<file path="config.mk">
export PLATFORM = sky130hd
export DESIGN_NAME = prog_loader_ctrl
export DESIGN_NICKNAME = d
export VERILOG_FILES = /design/src/rtl/prog_loader_ctrl.sv
export SDC_FILE = /design/constraint.sdc
export NUM_CORES = 1
export LEC_CHECK = 0
export ABC_AREA = 1
export BUFFER_PORTS_ARGS = -buffer_cell sky130_fd_sc_hd__buf_2
export CAP_MARGIN = 25
export CORE_UTILIZATION = 35
export DETAILED_ROUTE_END_ITERATION = 12
export SETUP_SLACK_MARGIN = 0.05
export SLEW_MARGIN = 0
export SYNTH_ARGS = -nofsm -noshare
export SYNTH_HDL_FRONTEND = slang
export SYNTH_SLANG_ARGS = --single-unit
</file>
<file path="constraint.sdc">
create_clock -name clk -period 1.92 [get_ports clk]
set_clock_uncertainty 0.1 [all_clocks]
set_input_delay 0.192 -clock clk [delete_from_list [all_inputs] [get_ports clk]]
set_output_delay 0.192 -clock clk [all_outputs]
set_load 0.03 [all_outputs]
</file>
<file path="src/rtl/prog_loader_ctrl.sv">
// Purpose: parses a framed UART download (magic, length, payload, checksum) into instruction-RAM byte writes.
// Latency: a payload byte on rx_valid at cycle N appears as ram_we at N+1; load_done pulses at N+1 after the checksum byte.
// Backpressure: none; every rx_valid cycle is one byte and is always consumed.
module prog_loader_ctrl #(
    parameter int          ADDR_W  = 16,
    parameter logic [7:0]  MAGIC   = 8'hA5,
    parameter int          TIMEOUT = 1000000
) (
    input  logic              clk,
    input  logic              rst,
    input  logic              rx_valid,
    input  logic [7:0]        rx_data,
    output logic              ram_we,
    output logic [ADDR_W-1:0] ram_addr,
    output logic [7:0]        ram_wdata,
    output logic              cpu_hold,
    output logic              load_done,
    output logic              load_err,
    output logic [ADDR_W-1:0] byte_cnt
);

    localparam int TMR_W = $clog2(TIMEOUT + 1);
    localparam logic [TMR_W-1:0] TMR_LAST = TMR_W'(TIMEOUT - 1);

    typedef enum logic [2:0] {
        IDLE   = 3'd0,
        LEN_LO = 3'd1,
        LEN_HI = 3'd2,
        DATA   = 3'd3,
        CHK    = 3'd4
    } state_t;

    state_t              state_q, state_d;
    logic [ADDR_W-1:0]   len_q, len_d;
    logic [ADDR_W-1:0]   cnt_q, cnt_d;
    logic [7:0]          chk_q, chk_d;
    logic [TMR_W-1:0]    tmr_q, tmr_d;
    logic                we_q, we_d;
    logic [ADDR_W-1:0]   addr_q, addr_d;
    logic [7:0]          wdata_q, wdata_d;
    logic                hold_q, hold_d;
    logic                done_q, done_d;
    logic                err_q, err_d;

    // Helper values: incremented count, full length as it completes, running sum including this byte.
    logic [ADDR_W-1:0]   cnt_inc;
    logic [ADDR_W-1:0]   len_full;
    logic [7:0]          chk_sum;

    assign cnt_inc  = cnt_q + ADDR_W'(1);
    assign len_full = ADDR_W'({rx_data, len_q[7:0]});
    assign chk_sum  = chk_q + rx_data;

    // Frame parser: next state, datapath updates and registered output values.
    always_comb begin
        state_d = state_q;
        len_d   = len_q;
        cnt_d   = cnt_q;
        chk_d   = chk_q;
        tmr_d   = tmr_q;
        we_d    = 1'b0;
        addr_d  = addr_q;
        wdata_d = wdata_q;
        hold_d  = hold_q;
        done_d  = 1'b0;
        err_d   = err_q;

        // Inter-byte idle timer only runs while a frame is open.
        if (state_q != IDLE) begin
            if (rx_valid) begin
                tmr_d = '0;
            end else begin
                tmr_d = tmr_q + TMR_W'(1);
            end
        end

        case (state_q)
            IDLE: begin
                tmr_d = '0;
                if (rx_valid && (rx_data == MAGIC)) begin
                    state_d = LEN_LO;
                    hold_d  = 1'b1;
                    err_d   = 1'b0;
                    cnt_d   = '0;
                    chk_d   = '0;
                end
            end
            LEN_LO: begin
                if (rx_valid) begin
                    len_d   = ADDR_W'(rx_data);
                    state_d = LEN_HI;
                end
            end
            LEN_HI: begin
                if (rx_valid) begin
                    len_d   = len_full;
                    state_d = (len_full == '0) ? CHK : DATA;
                end
            end
            DATA: begin
                if (rx_valid) begin
                    we_d    = 1'b1;
                    addr_d  = cnt_q;
                    wdata_d = rx_data;
                    cnt_d   = cnt_inc;
                    chk_d   = chk_sum;
                    if (cnt_inc == len_q) begin
                        state_d = CHK;
                    end
                end
            end
            CHK: begin
                if (rx_valid) begin
                    if (chk_sum == 8'h00) begin
                        done_d = 1'b1;
                        hold_d = 1'b0;
                    end else begin
                        err_d  = 1'b1;
                    end
                    state_d = IDLE;
                end
            end
            default: begin
                state_d = IDLE;
            end
        endcase

        // Abort an open frame after too long without a byte; an arriving byte always wins.
        if ((state_q != IDLE) && !rx_valid && (tmr_q == TMR_LAST)) begin
            err_d   = 1'b1;
            state_d = IDLE;
            tmr_d   = '0;
        end
    end

    // State and output registers; the CPU comes out of reset held.
    always_ff @(posedge clk or negedge rst) begin
        if (!rst) begin
            state_q <= IDLE;
            len_q   <= '0;
            cnt_q   <= '0;
            chk_q   <= '0;
            tmr_q   <= '0;
            we_q    <= 1'b0;
            addr_q  <= '0;
            wdata_q <= '0;
            hold_q  <= 1'b1;
            done_q  <= 1'b0;
            err_q   <= 1'b0;
        end else begin
            state_q <= state_d;
            len_q   <= len_d;
            cnt_q   <= cnt_d;
            chk_q   <= chk_d;
            tmr_q   <= tmr_d;
            we_q    <= we_d;
            addr_q  <= addr_d;
            wdata_q <= wdata_d;
            hold_q  <= hold_d;
            done_q  <= done_d;
            err_q   <= err_d;
        end
    end

    assign ram_we    = we_q;
    assign ram_addr  = addr_q;
    assign ram_wdata = wdata_q;
    assign cpu_hold  = hold_q;
    assign load_done = done_q;
    assign load_err  = err_q;
    assign byte_cnt  = cnt_q;

endmodule

</file>
==> results.json, run 1 <==
{
  "worstHoldPathType": "in -> reg",
  "crit-reg2reg-launch": "chk_q[0]",
  "floorplan.die_area_um2": 14400,
  "switching_share_pct": 44.6,
  "core_um2": 13400,
  "highest_clock_frequency_the_design_can_meet_mhz": 468,
  "cts_tree": "yes",
  "detail_route.first_pass.iterations": 5,
  "syn-cell-area_um2": 4870,
  "synth_seq_area_share_pct": 46.8,
  "min_period_over_period_pct": 111,
  "setup.worst_path.end": "load_err",
  "syn_nets": 652,
  "grt-ovfl-total": 0,
  "worstPathMaxFanout": 3,
  "ys_warn_count": 0,
  "power_switching_mw": 4.79,
  "cts-root-to-sink-buffers": 2,
  "port-buffer-count": 54,
  "total_power_mw": 10.7,
  "design.portCount": 55,
  "drc": 0,
  "max-vdd-ir-drop_uv": 850,
  "place_worst_setup_slack_ps": -164,
  "core.rowCount": 42,
  "fp.dieH_um": 120,
  "synthCells": 631,
  "min_period_ps": 2140,
  "initial_antenna_violation_count": 0,
  "grt_max_degree": 42,
  "syn_avg_cell_area_um2": 7.71,
  "antenna_violating_nets_post_route": 0,
  "vias": 4764,
  "ys_seq_elements": 91,
  "htree_levels": 3,
  "setup_violations": 7,
  "critical_path_arrival_ps": 2270,
  "startpoint": "chk_q[0]",
  "power_frac_clock_pct": 15.4,
  "synth.lib_cells_used.distinct": 34,
  "num_antenna_cells": 0,
  "detail_route.wl_per_cell_um": 13.8,
  "crit_path_end_kind": "flop",
  "setup.worst_path.start_class": "flop",
  "post-route-util_pct": 50.1,
  "starting_density_of_the_core_pct": 36.3,
  "crit-reg2reg-capture": "load_err",
  "layout-drive-gt1-share_pct": 32.0,
  "drt_wl_total_mm": 13.3,
  "total_half_perimeter_wirelength_after_legalization_and_detailed_placement_mm": 9.68,
  "wire_length_of_the_first_global_routing_pass_mm": 21.8,
  "worstPathRequired_ps": 2050,
  "setup_tns_ps": -706,
  "failed_checks": "negative setup slack",
  "cellInternalPower_mw": 5.95,
  "via_per_inst": 4.94,
  "crit_type": "reg -> reg",
  "worst_margin_slew_ps": 457,
  "numCtsBuffers": 9,
  "nNetsFinal": 804,
  "clk_pin_slew_ps": 70,
  "cts_sinks": 91,
  "power.combinational.fraction_pct": 55.0,
  "clk_root_buffer_cell": "sky130_fd_sc_hd__clkbuf_16",
  "first_global_vias": 4601,
  "power-per-cell-area_nw_per_um2": 1600,
  "gp_routability_congestion": 0.898,
  "setup_repair_after_global_routing_missed_its_margin": "true",
  "drv.max_cap_violation_count": 0,
  "hold_viol_final": 0,
  "fin_ws_ps": -219,
  "dr.first_iter.drc_count": 361,
  "pwr-share-seq_pct": 29.7,
  "final.hold.worst_slack_ps": 75.8,
  "groute.usage.overall_pct": 19.2,
  "synthToLayoutAreaGrowth_pct": 38.0,
  "reg2reg_slack_ps": -220,
  "final_max_slew_viols": 0,
  "clkLatencyLatePin_ps": 350,
  "die-width_um": 120,
  "p_leak_nw": 3.27,
  "timing.slew.headroom_pct": 69.3,
  "r2r.worst_path.cells": 14,
  "status": "complete, but fails checks"
}
==> cells in the final DEF, fill, tap and decap left out, types with 5 or more instances in the layout <==
cell,netlist,routed
sky130_fd_sc_hd__o21ai_0,46,41
sky130_fd_sc_hd__inv_1,90,88
sky130_fd_sc_hd__ha_1,9,5
sky130_fd_sc_hd__dfrtp_1,90,81
sky130_fd_sc_hd__o21ai_1,4,8
sky130_fd_sc_hd__nor3_2,3,5
sky130_fd_sc_hd__nand3_1,57,47
sky130_fd_sc_hd__inv_2,3,5
sky130_fd_sc_hd__o22ai_1,27,23
sky130_fd_sc_hd__nor2_2,8,8
sky130_fd_sc_hd__nor2_1,47,39
sky130_fd_sc_hd__nand3_4,0,5
sky130_fd_sc_hd__buf_6,1,5
sky130_fd_sc_hd__clkbuf_16,0,9
sky130_fd_sc_hd__nor2_4,2,10
sky130_fd_sc_hd__nand4_1,17,17
sky130_fd_sc_hd__buf_4,0,92
sky130_fd_sc_hd__nand2_1,160,147
sky130_fd_sc_hd__nand2_2,6,16
sky130_fd_sc_hd__nor3_1,8,6
sky130_fd_sc_hd__nand3_2,1,6
sky130_fd_sc_hd__a21oi_1,13,11
sky130_fd_sc_hd__dfrtp_2,0,9
sky130_fd_sc_hd__xor2_1,7,6
sky130_fd_sc_hd__buf_2,3,53
sky130_fd_sc_hd__nor4_1,6,5
==> repair_timing <==
| item | CTS | global route |
|---|---|---|
| setup endpoints to repair | 24 | 48 |
| hold endpoints to repair | 90 | 0 |
| resized for setup | 22 | 50 |
| setup buffers | 18 | 8 |
| hold buffers | 1 | 0 |
| pin swaps | 27 | 25 |
==> sequential cells by signal, indices dropped and copies added, names as in the netlist, 3 cells and up <==
| signal | flops |
|---|---|
| byte_cnt | 16 |
| ram_addr | 16 |
| chk_q | 8 |
| len_q | 16 |
| state_q | 3 |
| ram_wdata | 8 |
| tmr_q | 20 |
==> Yosys cell counts <==
master / number / share of area [%]
sky130_fd_sc_hd__and3_1: 1 / 0.13
sky130_fd_sc_hd__a21oi_1: 13 / 1.3
sky130_fd_sc_hd__nand2_1: 160 / 12
sky130_fd_sc_hd__o21ai_1: 4 / 0.41
sky130_fd_sc_hd__xor2_1: 7 / 1.3
sky130_fd_sc_hd__a21oi_4: 1 / 0.33
sky130_fd_sc_hd__fa_1: 1 / 0.41
sky130_fd_sc_hd__nor3_1: 8 / 0.82
sky130_fd_sc_hd__buf_2: 3 / 0.31
sky130_fd_sc_hd__dfstp_2: 1 / 0.54
sky130_fd_sc_hd__dfrtp_1: 90 / 46
sky130_fd_sc_hd__inv_1: 90 / 6.9
sky130_fd_sc_hd__nor3_2: 3 / 0.62
sky130_fd_sc_hd__nand3_2: 1 / 0.21
sky130_fd_sc_hd__o211ai_1: 1 / 0.15
sky130_fd_sc_hd__nor2_4: 2 / 0.46
sky130_fd_sc_hd__ha_1: 9 / 2.3
sky130_fd_sc_hd__inv_2: 3 / 0.23
sky130_fd_sc_hd__o22ai_1: 27 / 3.5
sky130_fd_sc_hd__clkbuf_1: 9 / 0.69
sky130_fd_sc_hd__nor4_1: 6 / 0.77
sky130_fd_sc_hd__nand4_1: 17 / 2.2
sky130_fd_sc_hd__nand3_1: 57 / 5.9
sky130_fd_sc_hd__mux2i_1: 1 / 0.21
sky130_fd_sc_hd__nor2_2: 8 / 1.0
sky130_fd_sc_hd__xnor2_1: 4 / 0.72
sky130_fd_sc_hd__nand2_2: 6 / 0.77
sky130_fd_sc_hd__buf_6: 1 / 0.23
sky130_fd_sc_hd__o21ai_0: 46 / 4.7
sky130_fd_sc_hd__nor2_1: 47 / 3.6
sky130_fd_sc_hd__a21boi_0: 1 / 0.15
sky130_fd_sc_hd__o21a_1: 1 / 0.15
sky130_fd_sc_hd__o21bai_1: 1 / 0.15
sky130_fd_sc_hd__nand3b_1: 1 / 0.15
==> power groups by stage <==
stage	clock network (mW)	logic [mW]	registers [mW]
4_1_cts	1.69	5.57	3.16
3_3_place_gp	0	5.13	3.16
5_1_grt	1.77	6.52	3.28
3_5_place_dp	0	5.21	3.19
2_1_floorplan	0	2.40	3.94
6_report	1.65	5.90	3.19
==> worst max-delay path: stages (launching register included) <==
cell	delay, ps
sky130_fd_sc_hd__dfrtp_1	410
sky130_fd_sc_hd__ha_4	170
sky130_fd_sc_hd__fa_2	360
sky130_fd_sc_hd__nand3_2	100
sky130_fd_sc_hd__nand3_4	80
sky130_fd_sc_hd__nand2_2	100
sky130_fd_sc_hd__nand2_2	60
sky130_fd_sc_hd__nand2_2	90
sky130_fd_sc_hd__nand2_2	80
sky130_fd_sc_hd__nor2_4	110
sky130_fd_sc_hd__nand3_2	100
sky130_fd_sc_hd__nand2_1	70
sky130_fd_sc_hd__nand2_1	60
sky130_fd_sc_hd__nand3_1	60
sky130_fd_sc_hd__nand2_1	50
==> how the worst min path moves through the flow <==
stage / cells past startpoint / start / slack (ps) / endpoint
floorplan: 0 / rst / -200 / byte_cnt[0]
global placement: 1 / rst / -60 / byte_cnt[10]
detailed placement: 1 / rst / -50 / ram_addr[12]
CTS: 3 / rx_data[7] / 60 / len_q[7]
global route: 3 / rx_data[7] / 90 / len_q[7]
finish: 3 / rx_data[7] / 80 / len_q[7]
==> kinds of logic (layout without fill, tap and decap cells) <==
family                   count (synthesis)  after routing  synth area share, %
XOR/XNOR                                11             11                 1.98
multiplexers                             1              1                0.206
adder cells (fa/ha/maj)                 10             10                 2.72
flip-flops                              91             91                 46.8
AO/OA/AOI/OAI                           95             95                 10.9
buffers and inverters                  106            263                 8.41
AND/OR/NAND/NOR                        317            317                 29.0
==> final cells by class <==
class                   count  area [µm²]
multi-input cells         434        2500
inverters                  93         349
fillers                  1272        6680
well taps                 176         220
flip-flops and latches     91        2290
clock buffers              11         233
clock inverters             5        37.5
repair buffers            154        1080
==> layer usage <==
metal	track usage, %	share of wire, %
met1	26.3	47
met2	29.9	46
met3	4.04	4.9
met4	6.33	2.1
met5	0	0
==> through the flow <==
step                area, µm²  cells
finish                   6720    964
CTS                      6470    960
detailed placement       5970    925
global placement         5970    925
floorplan                4920    631
global route             6720    964
(Power assumes the default switching activity.)
==> run 2: changes to the inputs <==
- SETUP_SLACK_MARGIN: 0.05 -> unset
==> run 2 against run 1 <==
Against the previous run: clock power increased by 9%; routed wire length increased by 3.7%; largest cell class unchanged; register-to-register slack gained 50 ps; largest power group unchanged; hold slack worse by 10 ps; global-route usage increased by 0.32 points; the run still ends with negative setup slack left.
==> results.json, run 2 (synthesized netlist as in run 1, its figures left out) <==
{
  "via_per_inst": 4.94,
  "crit_type": "reg -> reg",
  "final_max_slew_viols": 0,
  "clkLatencyLatePin_ps": 350,
  "core_um2": 13400,
  "most_common_cell_after_layout_fill_and_taps_aside": "sky130_fd_sc_hd__nand2_1",
  "fin_ws_ps": -169,
  "total_power_mw": 10.8,
  "hold_path_end": "len_q[6]",
  "hold_viol_final": 0,
  "cts_sinks": 91,
  "failed_checks": "negative setup slack",
  "globalRouteMet1Util_pct": 27.1,
  "whs_path_depth": 3,
  "clk_pin_slew_ps": 70,
  "setup.worst_path.start_class": "flop",
  "max-vdd-ir-drop_uv": 677,
  "cts_tree": "yes",
  "port-buffer-count": 54,
  "status": "complete, but fails checks",
  "min_period_over_period_pct": 109,
  "reg2reg_slack_ps": -170,
  "detail_route.first_pass.iterations": 5,
  "core.rowCount": 42,
  "drv.max_cap_violation_count": 0,
  "max_flop_register": "tmr_q",
  "worstPathRequired_ps": 2060,
  "highest_clock_frequency_the_design_can_meet_mhz": 479,
  "groute.usage.overall_pct": 19.5,
  "grt-ovfl-total": 0,
  "nNetsFinal": 804,
  "worstHoldPathType": "in -> reg",
  "antenna_violating_nets_post_route": 0,
  "timing.slew.headroom_pct": 67.7,
  "min_period_ps": 2090,
  "wire_length_of_the_first_global_routing_pass_mm": 21.9,
  "detail_route.wl_per_cell_um": 14.3,
  "worst_margin_slew_ps": 484,
  "cts-root-to-sink-buffers": 2,
  "num_antenna_cells": 0,
  "r2r.worst_path.cells": 12,
  "floorplan.die_area_um2": 14400,
  "clk_root_buffer_cell": "sky130_fd_sc_hd__clkbuf_16",
  "total_half_perimeter_wirelength_after_legalization_and_detailed_placement_mm": 9.89,
  "fillCellCount": 1263,
  "crit-reg2reg-launch": "chk_q[0]",
  "p_leak_nw": 3.30,
  "synthToLayoutAreaGrowth_pct": 39.3,
  "grt_max_degree": 34,
  "largest_register_ffs": 20,
  "fp.dieH_um": 120,
  "worstPathMaxFanout": 3,
  "globalRouteMet3Util_pct": 2.80,
  "layout-drive-gt1-share_pct": 33.6,
  "drt_wl_total_mm": 13.7,
  "min-delay-start": "rx_data[6]",
  "dr.first_iter.drc_count": 346,
  "setup_tns_ps": -725,
  "power-per-cell-area_nw_per_um2": 1600,
  "setup_violations": 19,
  "vias": 4763,
  "critical_path_arrival_ps": 2230,
  "starting_density_of_the_core_pct": 36.3,
  "numCtsBuffers": 9,
  "gp_routability_congestion": 0.930,
  "initial_antenna_violation_count": 0,
  "layout.cells.most_common_list": "sky130_fd_sc_hd__nand2_1 (146), sky130_fd_sc_hd__buf_4 (91), sky130_fd_sc_hd__dfrtp_1 (86), sky130_fd_sc_hd__inv_1 (85), sky130_fd_sc_hd__buf_2 (53)",
  "htree_levels": 3,
  "register_area_um2": 2280,
  "crit-reg2reg-capture": "load_err",
  "drc": 0,
  "global_route.peak_usage_layer": "met2",
  "setup_repair_after_global_routing_missed_its_margin": "true",
  "die-width_um": 120,
  "first_global_vias": 4447,
  "use_met2_pct": 30.0,
  "multi_input_comb_area_um2": 2540,
  "crit_path_end_kind": "flop",
  "design.portCount": 55
}
-- run 2: per-layer routing --
metal	share of wire (%)	vias up
li1	-	2373
met1	47	2252
met2	47	115
met3	4.1	23
met4	2.1	0
met5	0	-
-- run 2: critical path: stages (launching register included) --
cell	delay, ps
sky130_fd_sc_hd__dfrtp_1	390
sky130_fd_sc_hd__ha_2	190
sky130_fd_sc_hd__fa_2	360
sky130_fd_sc_hd__nand3_2	90
sky130_fd_sc_hd__nand3_4	90
sky130_fd_sc_hd__xor2_2	180
sky130_fd_sc_hd__nand3_2	110
sky130_fd_sc_hd__nor2_2	120
sky130_fd_sc_hd__nand3_2	100
sky130_fd_sc_hd__nand2_1	70
sky130_fd_sc_hd__nand2_1	60
sky130_fd_sc_hd__nand3_1	70
sky130_fd_sc_hd__nand2_1	60
-- run 2: where the power goes --
| part | total (mW) | switching [mW] | internal (mW) |
|---|---|---|---|
| registers | 3.18 | 0.551 | 2.63 |
| clock network | 1.80 | 0.786 | 1.01 |
| logic | 5.87 | 3.45 | 2.41 |
| total | 10.8 | 4.79 | 6.05 |
-- run 2: area by class of cell --
type | instances | share of cell area, %
Clock buffer | 10 | 3.38
Sequential cell | 91 | 33.7
Inverter | 93 | 5.22
Multi-Input combinational cell | 434 | 37.5
Timing Repair Buffer | 154 | 16.0
Tap cell | 176 | 3.25
Clock inverter | 6 | 0.959
-- run 2: worst max path at each step --
stage                 from    endpoint  slack, ps
3_5_place_dp      chk_q[0]    load_err       -180
3_3_place_gp      chk_q[0]    load_err       -140
4_1_cts           chk_q[0]    load_err       -180
5_1_grt           chk_q[0]    load_err       -280
2_1_floorplan  byte_cnt[5]  state_q[0]          3
6_report          chk_q[0]    load_err       -170
-- run 2: what timing repair did --
| item | CTS | global route |
|---|---|---|
| setup buffers | 6 | 15 |
| pin swaps | 12 | 27 |
| hold endpoints to repair | 29 | 0 |
| hold buffers | 1 | 0 |
| gates resized for setup | 12 | 93 |
| endpoints found under the setup margin | 22 | 46 |
-- run 2: through the flow --
| stage | instances | cell area, µm² | util [%] | hold slack [ps] | setup WS, ps |
|---|---|---|---|---|---|
| finish | 964 | 6780 | 50.6 | 65.8 | -169 |
| global route | 964 | 6780 | 50.6 | 92.1 | -278 |
| CTS | 949 | 6330 | 47.2 | 58.9 | -179 |
| detailed placement | 926 | 5940 | 44.3 | 86.4 | -179 |
| global placement | 926 | 5940 | 44.3 | 88.2 | -139 |
| floorplan | 631 | 4890 | - | -204 | 2.54 |
==> run 3: changes to the inputs <==
- CORE_ASPECT_RATIO: unset -> 0.7
==> run 3 against run 2 <==
Against the previous run: clock-buffer cell count unchanged; via count down 1.4%; critical endpoint unchanged; sequential power up 2%; routed wire length down 0.15%; sequential share of layout area up 1.0 points; flip-flop and latch count unchanged; the run still ends with negative setup slack left; cell area down 2.9%; core utilization down 1.3 points.
==> results.json, run 3 (synthesized netlist as in run 1, its figures left out) <==
{
  "min-delay-start": "rx_data[7]",
  "groute.usage.overall_pct": 19.7,
  "via_per_inst": 4.89,
  "clk_root_buffer_cell": "sky130_fd_sc_hd__clkbuf_16",
  "final_max_slew_viols": 0,
  "die-width_um": 143,
  "p_leak_nw": 3.23,
  "most_common_cell_after_layout_fill_and_taps_aside": "sky130_fd_sc_hd__nand2_1",
  "gp_routability_congestion": 0.890,
  "min_period_ps": 2080,
  "design.portCount": 55,
  "fp.dieH_um": 101,
  "antenna_violating_nets_post_route": 0,
  "register_area_um2": 2290,
  "worstPathMaxFanout": 3,
  "failed_checks": "negative setup slack",
  "port-buffer-count": 54,
  "max_flop_register": "tmr_q",
  "crit-reg2reg-launch": "chk_q[0]",
  "detail_route.wl_per_cell_um": 14.3,
  "worstPathRequired_ps": 2050,
  "fin_ws_ps": -155,
  "setup_tns_ps": -407,
  "starting_density_of_the_core_pct": 36.4,
  "critical_path.n_buffers_inverters": 0,
  "setup.worst_path.start_class": "flop",
  "largest_register_ffs": 20,
  "nNetsFinal": 792,
  "layout-drive-gt1-share_pct": 29.4,
  "whs_path_depth": 3,
  "cts-root-to-sink-buffers": 2,
  "timing.critical_path.max_delay_family": "simple AND/OR/NAND/NOR gates",
  "htree_levels": 3,
  "highest_clock_frequency_the_design_can_meet_mhz": 482,
  "dp.cells": 929,
  "crit_path_cell_trace": "ha_4, fa_2, nand3_2, nand3_2, nand2_2, nand2_1, nand2_1, nand2_1, nor2_1, nand3_2, nand2_1, nand2_1, nand3_1, nand2_1",
  "r2r.worst_path.cells": 14,
  "core.rowCount": 35,
  "grt-ovfl-total": 0,
  "timing.slew.headroom_pct": 76.1,
  "final_cell_count_no_fill": 961,
  "setup_violations": 6,
  "drv.max_cap_violation_count": 0,
  "floorplan.die_area_um2": 14400,
  "crit_path_end_kind": "flop",
  "worst_margin_slew_ps": 356,
  "clkLatencyLatePin_ps": 340,
  "layout.cells.most_common_list": "sky130_fd_sc_hd__nand2_1 (149), sky130_fd_sc_hd__inv_1 (88), sky130_fd_sc_hd__buf_4 (86), sky130_fd_sc_hd__dfrtp_1 (84), sky130_fd_sc_hd__buf_2 (53)",
  "cts_tree": "yes",
  "worstHoldPathType": "in -> reg",
  "dr.first_iter.drc_count": 298,
  "clk_pin_slew_ps": 70,
  "path_common_cell": "sky130_fd_sc_hd__nand2_1",
  "cpPeakStageDelay_ps": 410,
  "wire_length_of_the_first_global_routing_pass_mm": 22.1,
  "drt_wl_total_mm": 13.7,
  "cts_sinks": 91,
  "drc": 0,
  "setup_repair_after_global_routing_missed_its_margin": "true",
  "hold_viol_final": 0,
  "detail_route.first_pass.iterations": 5,
  "timing.critical_path.slowest_stage_cell": "sky130_fd_sc_hd__dfrtp_1",
  "numCtsBuffers": 9,
  "first_global_vias": 4418,
  "crit_type": "reg -> reg",
  "hold_path_end": "len_q[7]",
  "power-per-cell-area_nw_per_um2": 1630,
  "fillCellCount": 1298,
  "synthToLayoutAreaGrowth_pct": 35.3,
  "reg2reg_slack_ps": -160,
  "initial_antenna_violation_count": 0,
  "critical_path_arrival_ps": 2210,
  "num_antenna_cells": 0,
  "vias": 4697,
  "max-vdd-ir-drop_uv": 608,
  "total_half_perimeter_wirelength_after_legalization_and_detailed_placement_mm": 10.3,
  "crit-reg2reg-capture": "load_err",
  "min_period_over_period_pct": 108,
  "core_um2": 13400,
  "multi_input_comb_area_um2": 2440,
  "status": "complete, but fails checks",
  "grt_max_degree": 56
}
-- run 3: cell count changes in the layout (fill, tap and decap cells not counted), sizes merged --
cell	delta
buf	-12
bufinv	+1
inv	-1
-- run 3: repair_timing --
action,CTS,global route
resized for setup,11,52
hold buffers,1,0
endpoints found under the hold margin,22,0
setup endpoints to repair,6,27
buffers inserted,6,9
pin swaps,12,29
-- run 3: final cells by class --
class                      instances  area share, %
clock buffer                      10           3.48
clock inverter                     6           1.37
inverter                          93           5.34
multi-input combinational        434           37.1
sequential                        91           34.7
tap                              185           3.52
timing repair buffer             142           14.5
-- run 3: per-layer routing --
layer	routed length, µm	GRT usage (%)	up-vias
li1	-	-	2341
met3	662	3.75	11
met4	127	4.22	0
met2	5660	28.9	118
met1	7280	29.8	2227
met5	0	0	-
-- run 3: worst max-delay path by stage --
| stage | from | end | cells after the start |
|---|---|---|---|
| after global routing | chk_q[0] | load_err | 12 |
| after global placement | chk_q[0] | load_err | 12 |
| after detailed placement | chk_q[0] | load_err | 12 |
| after floorplan | byte_cnt[5] | state_q[0] | 15 |
| after CTS | chk_q[0] | load_err | 12 |
| final | chk_q[0] | load_err | 14 |
-- run 3: worst register-to-register path: cells and delay by family (launching register included) --
kind                       cells  cell delay [ps]
adders and majority gates      2              540
DFF                            1              410
and+or+nand+nor               12              910
-- run 3: power breakdown --
part	switching, mW	internal [mW]
Combinational	3.38	2.23
Clock	0.765	1.14
Sequential	0.607	2.63
Total	4.75	6.00
-- run 3: metrics by stage --
stage	area, µm²	setup WS, ps	hold slack, ps	utilization (%)	power (mW)
after floorplan	4890	2.54	-204	-	6.30
after detailed placement	5890	-174	31.6	44.1	8.33
after global routing	6590	-274	104	49.3	11.5
after CTS	6300	-125	92.3	47.2	10.4
final	6590	-155	102	49.3	10.8
after global placement	5890	-91.9	22.0	44.1	8.20
